### src/rtl/pcs_an_ctrl.sv
// pcs_an_ctrl: 1000BASE-X auto-negotiation controller.
// Tracks the RUDI stream from the PCS receiver and sequences xmit and
// tx_Config_Reg through the negotiation handshake. The match flags are one
// register stage behind the tracker counters. Outputs are registered from
// next_state, so they are valid in the first cycle a state is occupied.
module pcs_an_ctrl #(
  parameter int LINK_TIMER = 1250000,
  parameter int TIMER_W    = 21
) (
  input  logic        clk,
  input  logic        reset,
  input  logic        sync_status,
  input  logic        rudi_valid,
  input  logic [1:0]  rudi,
  input  logic [15:0] rx_Config_Reg,
  input  logic        mr_an_enable,
  input  logic        mr_restart_an,
  input  logic [15:0] mr_adv_ability,
  output logic [1:0]  xmit,
  output logic [15:0] tx_Config_Reg,
  output logic        mr_an_complete,
  output logic        mr_page_rx,
  output logic [15:0] mr_lp_adv_ability,
  output logic [2:0]  an_state
);

  typedef enum logic [2:0] {
    AN_ENABLE            = 3'd0,
    AN_RESTART           = 3'd1,
    ABILITY_DETECT       = 3'd2,
    ACKNOWLEDGE_DETECT   = 3'd3,
    COMPLETE_ACKNOWLEDGE = 3'd4,
    IDLE_DETECT          = 3'd5,
    LINK_OK              = 3'd6,
    AN_DISABLE_LINK_OK   = 3'd7
  } an_state_t;

  localparam logic [1:0]  RUDI_CONFIG = 2'd0;
  localparam logic [1:0]  RUDI_IDLE   = 2'd1;
  localparam logic [1:0]  XMIT_CONFIG = 2'd0;
  localparam logic [1:0]  XMIT_IDLE   = 2'd1;
  localparam logic [1:0]  XMIT_DATA   = 2'd2;
  // Bit 14 is the acknowledge bit; ability comparisons ignore it.
  localparam logic [15:0] ABIL_MASK   = 16'hBFFF;
  localparam logic [15:0] ACK_BIT     = 16'h4000;
  localparam logic [TIMER_W-1:0] TIMER_LAST = TIMER_W'(LINK_TIMER - 1);

  an_state_t          r_state;
  an_state_t          w_next_state;
  logic               w_capture;

  logic [1:0]         r_cfg_cnt;
  logic [1:0]         r_idle_cnt;
  logic               r_ack_all;
  logic [15:0]        r_last_word;

  logic               r_ability_match;
  logic               r_ack_match;
  logic               r_idle_match;
  logic               r_zero_match;
  logic               w_consistency;

  logic [TIMER_W-1:0] r_timer;
  logic               w_timer_done;

  logic [1:0]         r_xmit;
  logic [15:0]        r_tx_cfg;
  logic               r_an_complete;
  logic               r_page_rx;
  logic [15:0]        r_lp_ability;

  // Match tracker: counts consecutive identical /C/ words and /I/ sets.
  // NOTE: sequential state uses non-blocking (<=) so every register samples
  // pre-edge values, independent of always-block ordering.
  always_ff @(posedge clk) begin
    if (reset) begin
      r_cfg_cnt   <= 2'd0;
      r_idle_cnt  <= 2'd0;
      r_ack_all   <= 1'b0;
      r_last_word <= 16'h0000;
    end else if (rudi_valid) begin
      case (rudi)
        RUDI_CONFIG: begin
          if ((rx_Config_Reg & ABIL_MASK) == (r_last_word & ABIL_MASK)) begin
            r_cfg_cnt <= (r_cfg_cnt == 2'd3) ? 2'd3 : r_cfg_cnt + 2'd1;
            r_ack_all <= r_ack_all & rx_Config_Reg[14];
          end else begin
            r_cfg_cnt <= 2'd1;
            r_ack_all <= rx_Config_Reg[14];
          end
          r_last_word <= rx_Config_Reg;
          r_idle_cnt  <= 2'd0;
        end
        RUDI_IDLE: begin
          r_idle_cnt <= (r_idle_cnt == 2'd3) ? 2'd3 : r_idle_cnt + 2'd1;
          r_cfg_cnt  <= 2'd0;
        end
        default: begin
          r_cfg_cnt  <= 2'd0;
          r_idle_cnt <= 2'd0;
        end
      endcase
    end
  end

  // Registered match flags, one cycle behind the tracker counters.
  always_ff @(posedge clk) begin
    if (reset) begin
      r_ability_match <= 1'b0;
      r_ack_match     <= 1'b0;
      r_idle_match    <= 1'b0;
      r_zero_match    <= 1'b0;
    end else begin
      r_ability_match <= (r_cfg_cnt == 2'd3);
      r_ack_match     <= (r_cfg_cnt == 2'd3) && r_ack_all;
      r_idle_match    <= (r_idle_cnt == 2'd3);
      r_zero_match    <= (r_cfg_cnt == 2'd3) && ((r_last_word & ABIL_MASK) == 16'h0000);
    end
  end

  assign w_consistency = (r_last_word & ABIL_MASK) == (mr_lp_adv_ability & ABIL_MASK);
  assign w_timer_done  = (r_timer >= TIMER_LAST);

  // link_timer: restarts on every state change, saturates at all ones.
  always_ff @(posedge clk) begin
    if (reset) begin
      r_timer <= '0;
    end else if (w_next_state != r_state) begin
      r_timer <= '0;
    end else if (r_timer != {TIMER_W{1'b1}}) begin
      r_timer <= r_timer + TIMER_W'(1);
    end
  end

  // State register.
  always_ff @(posedge clk) begin
    if (reset) r_state <= AN_ENABLE;
    else       r_state <= w_next_state;
  end

  // Next-state logic; restart / loss of sync override every transition.
  // NOTE: every signal driven here gets a default first so no path can
  // leave it unassigned and infer a latch.
  always_comb begin
    w_next_state = r_state;
    w_capture    = 1'b0;
    if (mr_restart_an || (!sync_status && mr_an_enable)) begin
      w_next_state = AN_ENABLE;
    end else begin
      case (r_state)
        AN_ENABLE:
          w_next_state = mr_an_enable ? AN_RESTART : AN_DISABLE_LINK_OK;
        AN_RESTART:
          if (w_timer_done) w_next_state = ABILITY_DETECT;
        ABILITY_DETECT:
          if (r_ability_match && !r_zero_match) begin
            w_next_state = ACKNOWLEDGE_DETECT;
            w_capture    = 1'b1;
          end
        ACKNOWLEDGE_DETECT:
          if (r_zero_match || (r_ack_match && !w_consistency))
            w_next_state = AN_ENABLE;
          else if (r_ack_match && w_consistency)
            w_next_state = COMPLETE_ACKNOWLEDGE;
        COMPLETE_ACKNOWLEDGE:
          if (r_zero_match)      w_next_state = AN_ENABLE;
          else if (w_timer_done) w_next_state = IDLE_DETECT;
        IDLE_DETECT:
          if (r_zero_match)                       w_next_state = AN_ENABLE;
          else if (w_timer_done && r_idle_match)  w_next_state = LINK_OK;
        LINK_OK:
          if (r_ability_match) w_next_state = AN_ENABLE;
        AN_DISABLE_LINK_OK:
          if (mr_an_enable) w_next_state = AN_ENABLE;
      endcase
    end
  end

  // Output registers: set on entry to / while in the next state, otherwise held.
  always_ff @(posedge clk) begin
    if (reset) begin
      r_xmit        <= XMIT_CONFIG;
      r_tx_cfg      <= 16'h0000;
      r_an_complete <= 1'b0;
      r_page_rx     <= 1'b0;
      r_lp_ability  <= 16'h0000;
    end else begin
      case (w_next_state)
        AN_ENABLE: begin
          r_xmit        <= XMIT_CONFIG;
          r_tx_cfg      <= 16'h0000;
          r_an_complete <= 1'b0;
          r_page_rx     <= 1'b0;
        end
        AN_RESTART: begin
          r_xmit   <= XMIT_CONFIG;
          r_tx_cfg <= 16'h0000;
        end
        ABILITY_DETECT:       r_tx_cfg  <= mr_adv_ability & ABIL_MASK;
        ACKNOWLEDGE_DETECT:   r_tx_cfg  <= r_tx_cfg | ACK_BIT;
        COMPLETE_ACKNOWLEDGE: r_page_rx <= 1'b1;
        IDLE_DETECT:          r_xmit    <= XMIT_IDLE;
        LINK_OK: begin
          r_xmit        <= XMIT_DATA;
          r_an_complete <= 1'b1;
        end
        AN_DISABLE_LINK_OK:   r_xmit    <= XMIT_DATA;
      endcase
      if (w_capture) r_lp_ability <= r_last_word;
    end
  end

  assign xmit              = r_xmit;
  assign tx_Config_Reg     = r_tx_cfg;
  assign mr_an_complete    = r_an_complete;
  assign mr_page_rx        = r_page_rx;
  assign mr_lp_adv_ability = r_lp_ability;
  assign an_state          = r_state;

endmodule

### config.mk
export PLATFORM = sky130hd
export DESIGN_NAME = pcs_an_ctrl
export DESIGN_NICKNAME = d
export VERILOG_FILES = /design/src/rtl/pcs_an_ctrl.sv
export SDC_FILE = /design/constraint.sdc
export NUM_CORES = 1
export LEC_CHECK = 0
export ABC_AREA = 1
export BUFFER_PORTS_ARGS = -buffer_cell sky130_fd_sc_hd__buf_2
export CAP_MARGIN = 20
export CELL_PAD_IN_SITES_DETAIL_PLACEMENT = 1
export CELL_PAD_IN_SITES_GLOBAL_PLACEMENT = 1
export CORE_MARGIN = 5
export CORE_UTILIZATION = 44
export CTS_CLUSTER_SIZE = 24
export DETAILED_ROUTE_END_ITERATION = 16
export PLACE_DENSITY_LB_ADDON = 0.15
export SLEW_MARGIN = 0
export SYNTH_ARGS = -nofsm -noshare
export SYNTH_HDL_FRONTEND = slang
export SYNTH_SLANG_ARGS = --single-unit
### constraint.sdc
create_clock -name clk -period 3.83 [get_ports clk]
set_input_delay 1.149 -clock clk [delete_from_list [all_inputs] [get_ports clk]]
set_output_delay 1.149 -clock clk [all_outputs]
set_load 0.005 [all_outputs]
==> summary.txt, run 1 <==
Status: complete, no violations
Vias: 4,052
Row cnt: 36
Int Power: 1.20 mW
Synth Area in Compound Gates: 0.0887
Post-route setup TNS: 0 ns
Die ar.: 12,100 um2
Top_reg_cell synth: dfxtp_1
Yosys top cell area share: 0.387
Clock Power Share: 0.318
Initial antenna violation count: 0
Finish-stage setup viols: 0
Yosys warnings: 0
Met3 Use GR: 0.0379
GRT Util Overall: 0.206
Worst-Skew Late Latency: 0.36 ns
Hold_buf cts: 0
Worst-path clk slew: 0.08 ns
Sequential area share after synthesis: 0.387
Endpoint class of the critical path: flop
Hold WS: 0.452 ns
CORE AREA: 9770 um2
Min cycle time layout: 2.50 ns
Routed wire length: 11,500 um
Required time worst endpoint: 4.11 ns
Clock buffer depth: 2
Starting DRT DRC Count: 159
Slew HR: 0.566
Register share of total power: 0.555
Worst-path cell chain: buf_2 > inv_2 > nor2_1 > nor2_4 > o31ai_1 > inv_1 > nand2_2 > nand2_1 > nand2_1 > nor2_1 > nand3_2 > buf_4 > nor3_1
Port buffer count: 77
Largest net degree at the start of global routing: 53
Vias in the first global route: 4,252
Nets: 699
Slowest-stage cell, CP: buf_4
Startpoint types: primary input
Period utilization: 0.652
Unrepaired setup endpoints after global routing: no
Synth top area cells: dfxtp_1, nand2_1, nor2_1
M1 GR Usage: 0.266
Hold Path Class: flop to flop
Synth Area per Inst: 7.51 um2
TritonCTS clock tree: built
Mapped cell area: 4400 um2
Highest net fanout along the worst path: 21
Antenna Nets Post-Route: 0
Layout cells sized above 1: 0.224
Worst-Margin Slew: 0.649 ns
First-pass detailed-route iteration total: 4
Synth Instances: 586
Met2 Use GR: 0.342
Largest family of logic cells by synthesized area: simple AND/OR/NAND/NOR gates
Synth Area in Simple Gates: 0.363
Postcts setup bufs: 0
Clock root cell: clkbuf_8
ANT cells: 0
Drt wl/cell: 14.5 um
Detail-routed via count per cell: 5.10
GRT overflow: 0
Die height: 110 um
Worst setup path category: primary input to flop
Post-Synth XOR/XNOR Area: 0.0796
Most used routing layer: met2
Syn nets: 627
Post-route DRC violation count: 0
Peak supply drop: 0.170 mV
Peak Freq: 401 MHz
CTS buffer count: 9
Area grow syn2layout: 13.2%
Die X: 110 um
Post-synth EDFFs: 0
Final Skew: 0.00806 ns
Gate power share: 0.128
Critical Path AT: 2.77 ns
Dpl hpwl: 8820 um
Mux contribution to synthesized area: 0
Library cells used by synthesis: 38
First-pass GRT wire length: 19,900 um
Placement Setup Slack: 0.966 ns
Cts repair resizes: 0
Switching part of the total: 0.281
Clock tree sinks: 85
Synth Register Bits: 85
Worst setup margin: 1.33 ns
CP peak stage delay: 0.25 ns
Hold Vio Cnt, Final: 0
Post-synth top cells: nand2_1, nor2_1, dfxtp_1, nand3_1, inv_1
Post-Synth Adder-Cell Area: 0.00284
Max-cap violations: 0
P per Cell Area: 336 nW/um2
Slew Limit Fails: 0
Initial Util: 0.450
Worst R2R Setup Slack: 1.34 ns
Leakage: 2.16 nW
Area leader, netlist: dfxtp_1
Net Sw Power: 471 uW
H-Tree Depth: 3
GP Congestion: 0.821
Top Ports: 79
Async SR Flop Fraction: 0
[layout make-up]
cell class,instances,area [um2]
inverter,54,203
clock inverter,3,15.0
sequential,85,1700
fill,1293,4790
timing repair buffer,81,415
multi-input combinational,427,2350
clock buffer,11,131
tap,133,166
[critical path, delay by kind of cell]
family          cells  cell delay (ns)
simple gates        8             0.89
compound gates      1             0.14
buf+inv             4             0.59
[per-layer routing]
metal | wire length (um) | share of wire
met5 | 0 | 0
met4 | 215 | 0.019
met3 | 352 | 0.031
met2 | 5470 | 0.47
met1 | 5510 | 0.48
[power groups by stage]
stage                     combinational [mW]  clock [mW]  sequential (mW)
after floorplan                        0.162           0            0.940
after global placement                 0.208           0            0.947
after detailed placement               0.216           0            0.949
after CTS                              0.217       0.556            0.928
after global routing                   0.240       0.595            0.932
final                                  0.213       0.531            0.928
[logic make-up after synthesis]
kind of cell,after synthesis
compound gates,68
xor+xnor,40
fa+ha+maj,1
buf+inv,74
flops,85
simple gates,318
[per-stage QoR]
stage / total power [mW] / cell area, um2 / std cells / util
final: 1.67 / 4980 / 794 / 0.510
after global routing: 1.77 / 4980 / 794 / 0.510
after CTS: 1.70 / 4980 / 794 / 0.510
after detailed placement: 1.16 / 4840 / 780 / 0.495
after global placement: 1.16 / 4840 / 780 / 0.495
after floorplan: 1.10 / 4400 / 586 / -
[cells in the final DEF, fill, tap and decap left out, types with 9 or more instances in the layout]
cell type / n
nand4_1: 11
nor2_1: 94
xnor2_1: 16
buf_2: 77
nand3_1: 49
dfxtp_1: 85
a21oi_1: 16
xor2_1: 24
nand2_1: 94
o21ai_0: 36
inv_1: 47
clkbuf_8: 9
nor3_1: 15
nor3_2: 21
[state kept, by name, indices dropped and copies added, names as in the netlist, 2 cells and up]
name	cells
r_timer	21
mr_lp_adv_ability	16
r_last_word	16
tx_Config_Reg	16
an_state	3
r_cfg_cnt	2
r_idle_cnt	2
xmit	2
[path summary, 6_finish.rpt]
| path | cells past startpoint | endpoint | startpoint |
|---|---|---|---|
| max | 13 | r_timer[0] | mr_an_enable |
| min | 2 | mr_an_complete | mr_an_complete |
| min reg2reg | 2 | mr_an_complete | mr_an_complete |
| max reg2reg | 13 | r_timer[7] | r_timer[0] |
Note: power is estimated with default switching activity, not from simulation.
==> run 2, diff against run 1 <==
--- a/config.mk
+++ b/config.mk
@@ -11,7 +11,7 @@
 export CELL_PAD_IN_SITES_DETAIL_PLACEMENT = 1
 export CELL_PAD_IN_SITES_GLOBAL_PLACEMENT = 1
 export CORE_MARGIN = 5
-export CORE_UTILIZATION = 44
+export CORE_UTILIZATION = 40
 export CTS_CLUSTER_SIZE = 24
 export DETAILED_ROUTE_END_ITERATION = 16
 export PLACE_DENSITY_LB_ADDON = 0.15
==> constraint.sdc (replaced) <==
create_clock -name clk -period 2.4 [get_ports clk]
set_input_delay 0.72 -clock clk [delete_from_list [all_inputs] [get_ports clk]]
set_output_delay 0.72 -clock clk [all_outputs]
set_load 0.005 [all_outputs]
==> run 2 against run 1 <==
Compared with the run above: non-clock buffer count is 11 higher; register-to-register slack worse by 1.1 ns; power is 74% higher; sequential share of layout area is 1.2 points lower; utilization is 3.1 points lower; clock-buffer cell count is 2 lower; first-iteration DRC count is 0.63% higher; clock skew is 0.00065 ns lower; critical path type is now flop to flop; largest power group unchanged; highest routed layer unchanged.
==> summary.txt, run 2 (synthesized netlist as in run 1, its figures left out) <==
Status: complete, no violations
Clock tree sinks: 85
GRT Util Overall: 0.188
Min cycle time layout: 2.14 ns
Starting DRT DRC Count: 160
P per Cell Area: 563 nW/um2
Hold Vio Cnt, Final: 0
Tot Pwr: 2.91 mW
Antenna Nets Post-Route: 0
Worst-Margin Slew: 0.552 ns
Clock root cell: clkbuf_8
Initial antenna violation count: 0
Critical Path AT: 2.45 ns
CP peak stage delay: 0.38 ns
TritonCTS clock tree: built
Routed wire length: 11,900 um
Vias: 4,062
Worst-Skew Late Latency: 0.38 ns
H-Tree Depth: 3
Worst setup path category: flop to flop
Period utilization: 0.893
Hold Path Class: flop to flop
Row cnt: 38
Final Skew: 0.00741 ns
GP Congestion: 0.835
Most frequent CP cell: nand2_1
Dpl hpwl: 9050 um
Commonest cells after routing, fill and taps aside: nor2_1, nand2_1, dfxtp_1
Die height: 115 um
Slew HR: 0.629
Largest Register: r_timer
Max FFs per register: 21
Top Ports: 79
ANT cells: 0
Required time worst endpoint: 2.70 ns
Worst-path clk slew: 0.09 ns
WP buf/inv: 1
Area grow syn2layout: 17.3%
Leakage: 2.25 nW
Highest net fanout along the worst path: 21
Peak Freq: 466 MHz
Clock buffer depth: 2
Max-cap violations: 0
Largest net degree at the start of global routing: 28
Worst r2r src: r_timer[1]
Worst R2R Setup Slack: 0.26 ns
Fill cells: 1,424
Cell family with most CP delay: simple AND/OR/NAND/NOR gates
GRT overflow: 0
CORE AREA: 10,800 um2
Die X: 115 um
Slew Limit Fails: 0
Worst-path cell chain: ha_1 > nand3_1 > nor2_1 > nand3_1 > nand4_4 > nand2_1 > nand2_1 > nand3_2 > nand2_4 > nand2_4 > nand2_1 > nand3_2 > buf_12 > nor3_1
Slowest-stage cell, CP: dfxtp_1
Finish-stage setup viols: 0
Layout cells sized above 1: 0.242
Startpoint types: flop
Drt wl/cell: 14.6 um
Unrepaired setup endpoints after global routing: no
FF+latch area: 1700 um2
Nets: 710
Peak supply drop: 0.422 mV
First-pass detailed-route iteration total: 4
Hold Path Origin: r_idle_cnt[0]
Endpoint class of the critical path: flop
First-pass GRT wire length: 20,000 um
Vias in the first global route: 4,190
Post-route DRC violation count: 0
Die ar.: 13,200 um2
Multi-input logic area: 2350 um2
Port buffer count: 77
Beginning of the critical path: r_timer[1]
Post-route setup TNS: 0 ns
Initial Util: 0.408
Hold_buf cts: 0
CTS buffer count: 9
Detail-routed via count per cell: 4.99
## run 2: per-stage QoR
| step | hold WS (ns) | setup slack (ns) | util | std cells | instance area [um2] |
|---|---|---|---|---|---|
| 6_report | 0.451 | 0.256 | 0.478 | 814 | 5160 |
| 5_1_grt | 0.473 | 0.0142 | 0.478 | 814 | 5160 |
| 4_1_cts | 0.455 | 0.187 | 0.477 | 812 | 5150 |
| 3_5_place_dp | 0.443 | 0.191 | 0.459 | 796 | 4950 |
| 3_3_place_gp | 0.437 | 0.220 | 0.459 | 796 | 4950 |
| 2_1_floorplan | 0.423 | 0.415 | - | 586 | 4400 |
## run 2: worst paths after layout
| check | endpoint | cells past startpoint |
|---|---|---|
| min | r_idle_match | 2 |
| min reg2reg | r_idle_match | 2 |
| max reg2reg | r_timer[0] | 14 |
| max | r_timer[0] | 14 |
## run 2: worst reg2reg max path: stages (launching register included)
cell and delay, ns:
dfxtp_1 0.38, ha_1 0.22, nand3_1 0.13, nor2_1 0.15, nand3_1 0.14, nand4_4 0.16, nand2_1 0.07, nand2_1 0.07
nand3_2 0.08, nand2_4 0.10, nand2_4 0.08, nand2_1 0.08, nand3_2 0.10, buf_12 0.18, nor3_1 0.13
## run 2: layout make-up
cell class | count | area share
clock inverter | 7 | 0.0143
clock buffer | 9 | 0.0240
inverter | 54 | 0.0395
tap | 140 | 0.0339
sequential | 85 | 0.330
multi-input combinational | 427 | 0.455
timing repair buffer | 92 | 0.104
## run 2: repair_timing
| item | CTS | global route |
|---|---|---|
| gates resized for setup | 0 | 1 |
| setup buffers | 0 | 2 |
| setup endpoints to repair | 0 | 3 |
| hold endpoints to repair | 0 | 0 |
## run 2: report_power, final
group	internal (mW)	total, mW	switching (mW)
Clock	0.484	1.05	0.566
Sequential	1.44	1.48	0.0389
Combinational	0.148	0.378	0.230
## run 2: routing by layer
metal	routed length, um	track usage	part of all wire
met1	5480	0.229	0.46
met2	6010	0.331	0.50
met3	299	0.0463	0.025
met4	114	0.0501	0.0096
met5	0	0	0
==> run 3, diff against run 2 <==
==> constraint.sdc (replaced) <==
create_clock -name clk -period 2.4 [get_ports clk]
set_input_delay 0.36 -clock clk [delete_from_list [all_inputs] [get_ports clk]]
set_output_delay 0.36 -clock clk [all_outputs]
set_load 0.005 [all_outputs]
==> run 3 against run 2 <==
Compared with the run above: fmax grew 0.92%; wire length grew 2.7%; final cell count shrank 0.25%; register-to-register slack gained 0.02 ns; utilization shrank 0.34 points; clock power shrank 10%; largest power group unchanged; highest routed layer unchanged.
==> summary.txt, run 3 (synthesized netlist as in run 1, its figures left out) <==
Area grow syn2layout: 16.5%
Status: complete, no violations
Detail-routed via count per cell: 5.05
Clock root cell: clkbuf_8
Beginning of the critical path: r_timer[1]
Nets: 708
First-pass GRT wire length: 20,400 um
Port buffer count: 77
Tot Pwr: 2.80 mW
Worst-path clk slew: 0.08 ns
Dpl hpwl: 9350 um
TritonCTS clock tree: built
Endpoint class of the critical path: flop
R2r endpoint: tx_Config_Reg[14]
Max-cap violations: 0
Hold_buf cts: 0
Max FFs per register: 21
Worst-Margin Slew: 0.537 ns
CORE AREA: 10,800 um2
Slew Limit Fails: 0
Period utilization: 0.885
Post-route DRC violation count: 0
Hold Vio Cnt, Final: 0
Largest Register: r_timer
Die ar.: 13,200 um2
Worst reg2reg path depth: 14
Routed wire length: 12,200 um
Starting DRT DRC Count: 133
Initial Util: 0.408
Clock buffer depth: 2
Highest net fanout along the worst path: 16
Peak supply drop: 0.290 mV
First-pass detailed-route iteration total: 4
CTS buffer count: 9
Vias in the first global route: 4,257
Commonest cells after routing, fill and taps aside: nor2_1, nand2_1, dfxtp_1
Cts repair resizes: 0
Largest net degree at the start of global routing: 27
Clock tree sinks: 85
Worst R2R Setup Slack: 0.28 ns
Die X: 115 um
Worst r2r src: r_timer[1]
H-Tree Depth: 3
Postcts setup bufs: 0
GP Congestion: 0.856
GRT Util Overall: 0.192
Leakage: 2.23 nW
Peak Freq: 471 MHz
Slew HR: 0.640
Initial antenna violation count: 0
Unrepaired setup endpoints after global routing: no
Startpoint types: flop
Vias: 4,100
Critical Path AT: 2.42 ns
Required time worst endpoint: 2.69 ns
Drt wl/cell: 15.1 um
Finish-stage setup viols: 0
Fill cells: 1,403
Hold Path Class: primary input to flop
Top Ports: 79
P per Cell Area: 546 nW/um2
Worst setup path category: flop to flop
Die height: 115 um
Worst-Skew Late Latency: 0.37 ns
Final Skew: 0.0178 ns
CP endpoint: tx_Config_Reg[14]
Antenna Nets Post-Route: 0
Post-route setup TNS: 0 ns
GRT overflow: 0
Row cnt: 38
Min cycle time layout: 2.12 ns
ANT cells: 0
Layout cells sized above 1: 0.238
run 3: critical path, stage by stage (launching register included):
cell	delay (ns)
dfxtp_1	0.37
ha_1	0.22
nand3_1	0.14
nor2_1	0.15
nand3_1	0.13
nand4_4	0.16
nand2_2	0.06
nand2_2	0.06
nand3_2	0.08
nand2_4	0.11
nand2_4	0.08
o21ai_4	0.17
buf_12	0.16
nand2_1	0.06
nor2_1	0.11
run 3: metrics by stage:
step / instances / util / cell area, um2 / setup slack, ns / hold slack (ns)
floorplan: 586 / - / 4400 / 0.469 / 0.423
global placement: 796 / 0.459 / 4950 / 0.340 / 0.433
detailed placement: 796 / 0.459 / 4950 / 0.284 / 0.443
CTS: 812 / 0.475 / 5130 / 0.256 / 0.206
global route: 812 / 0.475 / 5130 / 0.0165 / 0.216
finish: 812 / 0.475 / 5130 / 0.275 / 0.222
run 3: final cells by class:
class,instances,area (um2),area share
repair buffers,90,520,0.102
clock buffers,12,155,0.0303
flip-flops and latches,85,1700,0.332
clock inverters,4,22.5,0.00439
inverters,54,203,0.0395
well taps,140,175,0.0342
multi-input cells,427,2350,0.458
run 3: worst min-delay path by stage:
stage,slack (ns),start,end,cells after the start
floorplan,0.42,r_idle_cnt[0],r_idle_match,2
global placement,0.43,mr_an_complete,mr_an_complete,2
detailed placement,0.44,mr_an_complete,mr_an_complete,2
CTS,0.21,mr_adv_ability[8],tx_Config_Reg[8],3
global route,0.22,mr_adv_ability[7],tx_Config_Reg[7],3
finish,0.22,mr_adv_ability[6],tx_Config_Reg[6],3
run 3: routing by layer:
metal	part of all wire	global-route usage	routed length (um)	vias to the layer above
met4	0.013	0.0689	153	0
met1	0.44	0.232	5350	1967
met5	0	0	0	-
met3	0.028	0.0300	343	12
met2	0.52	0.345	6370	44
li1	-	-	-	2077
run 3: where the power goes:
part           switching [mW]  internal [mW]
clock network           0.513          0.428
logic                   0.233          0.148
registers              0.0370           1.44
total                   0.783           2.02
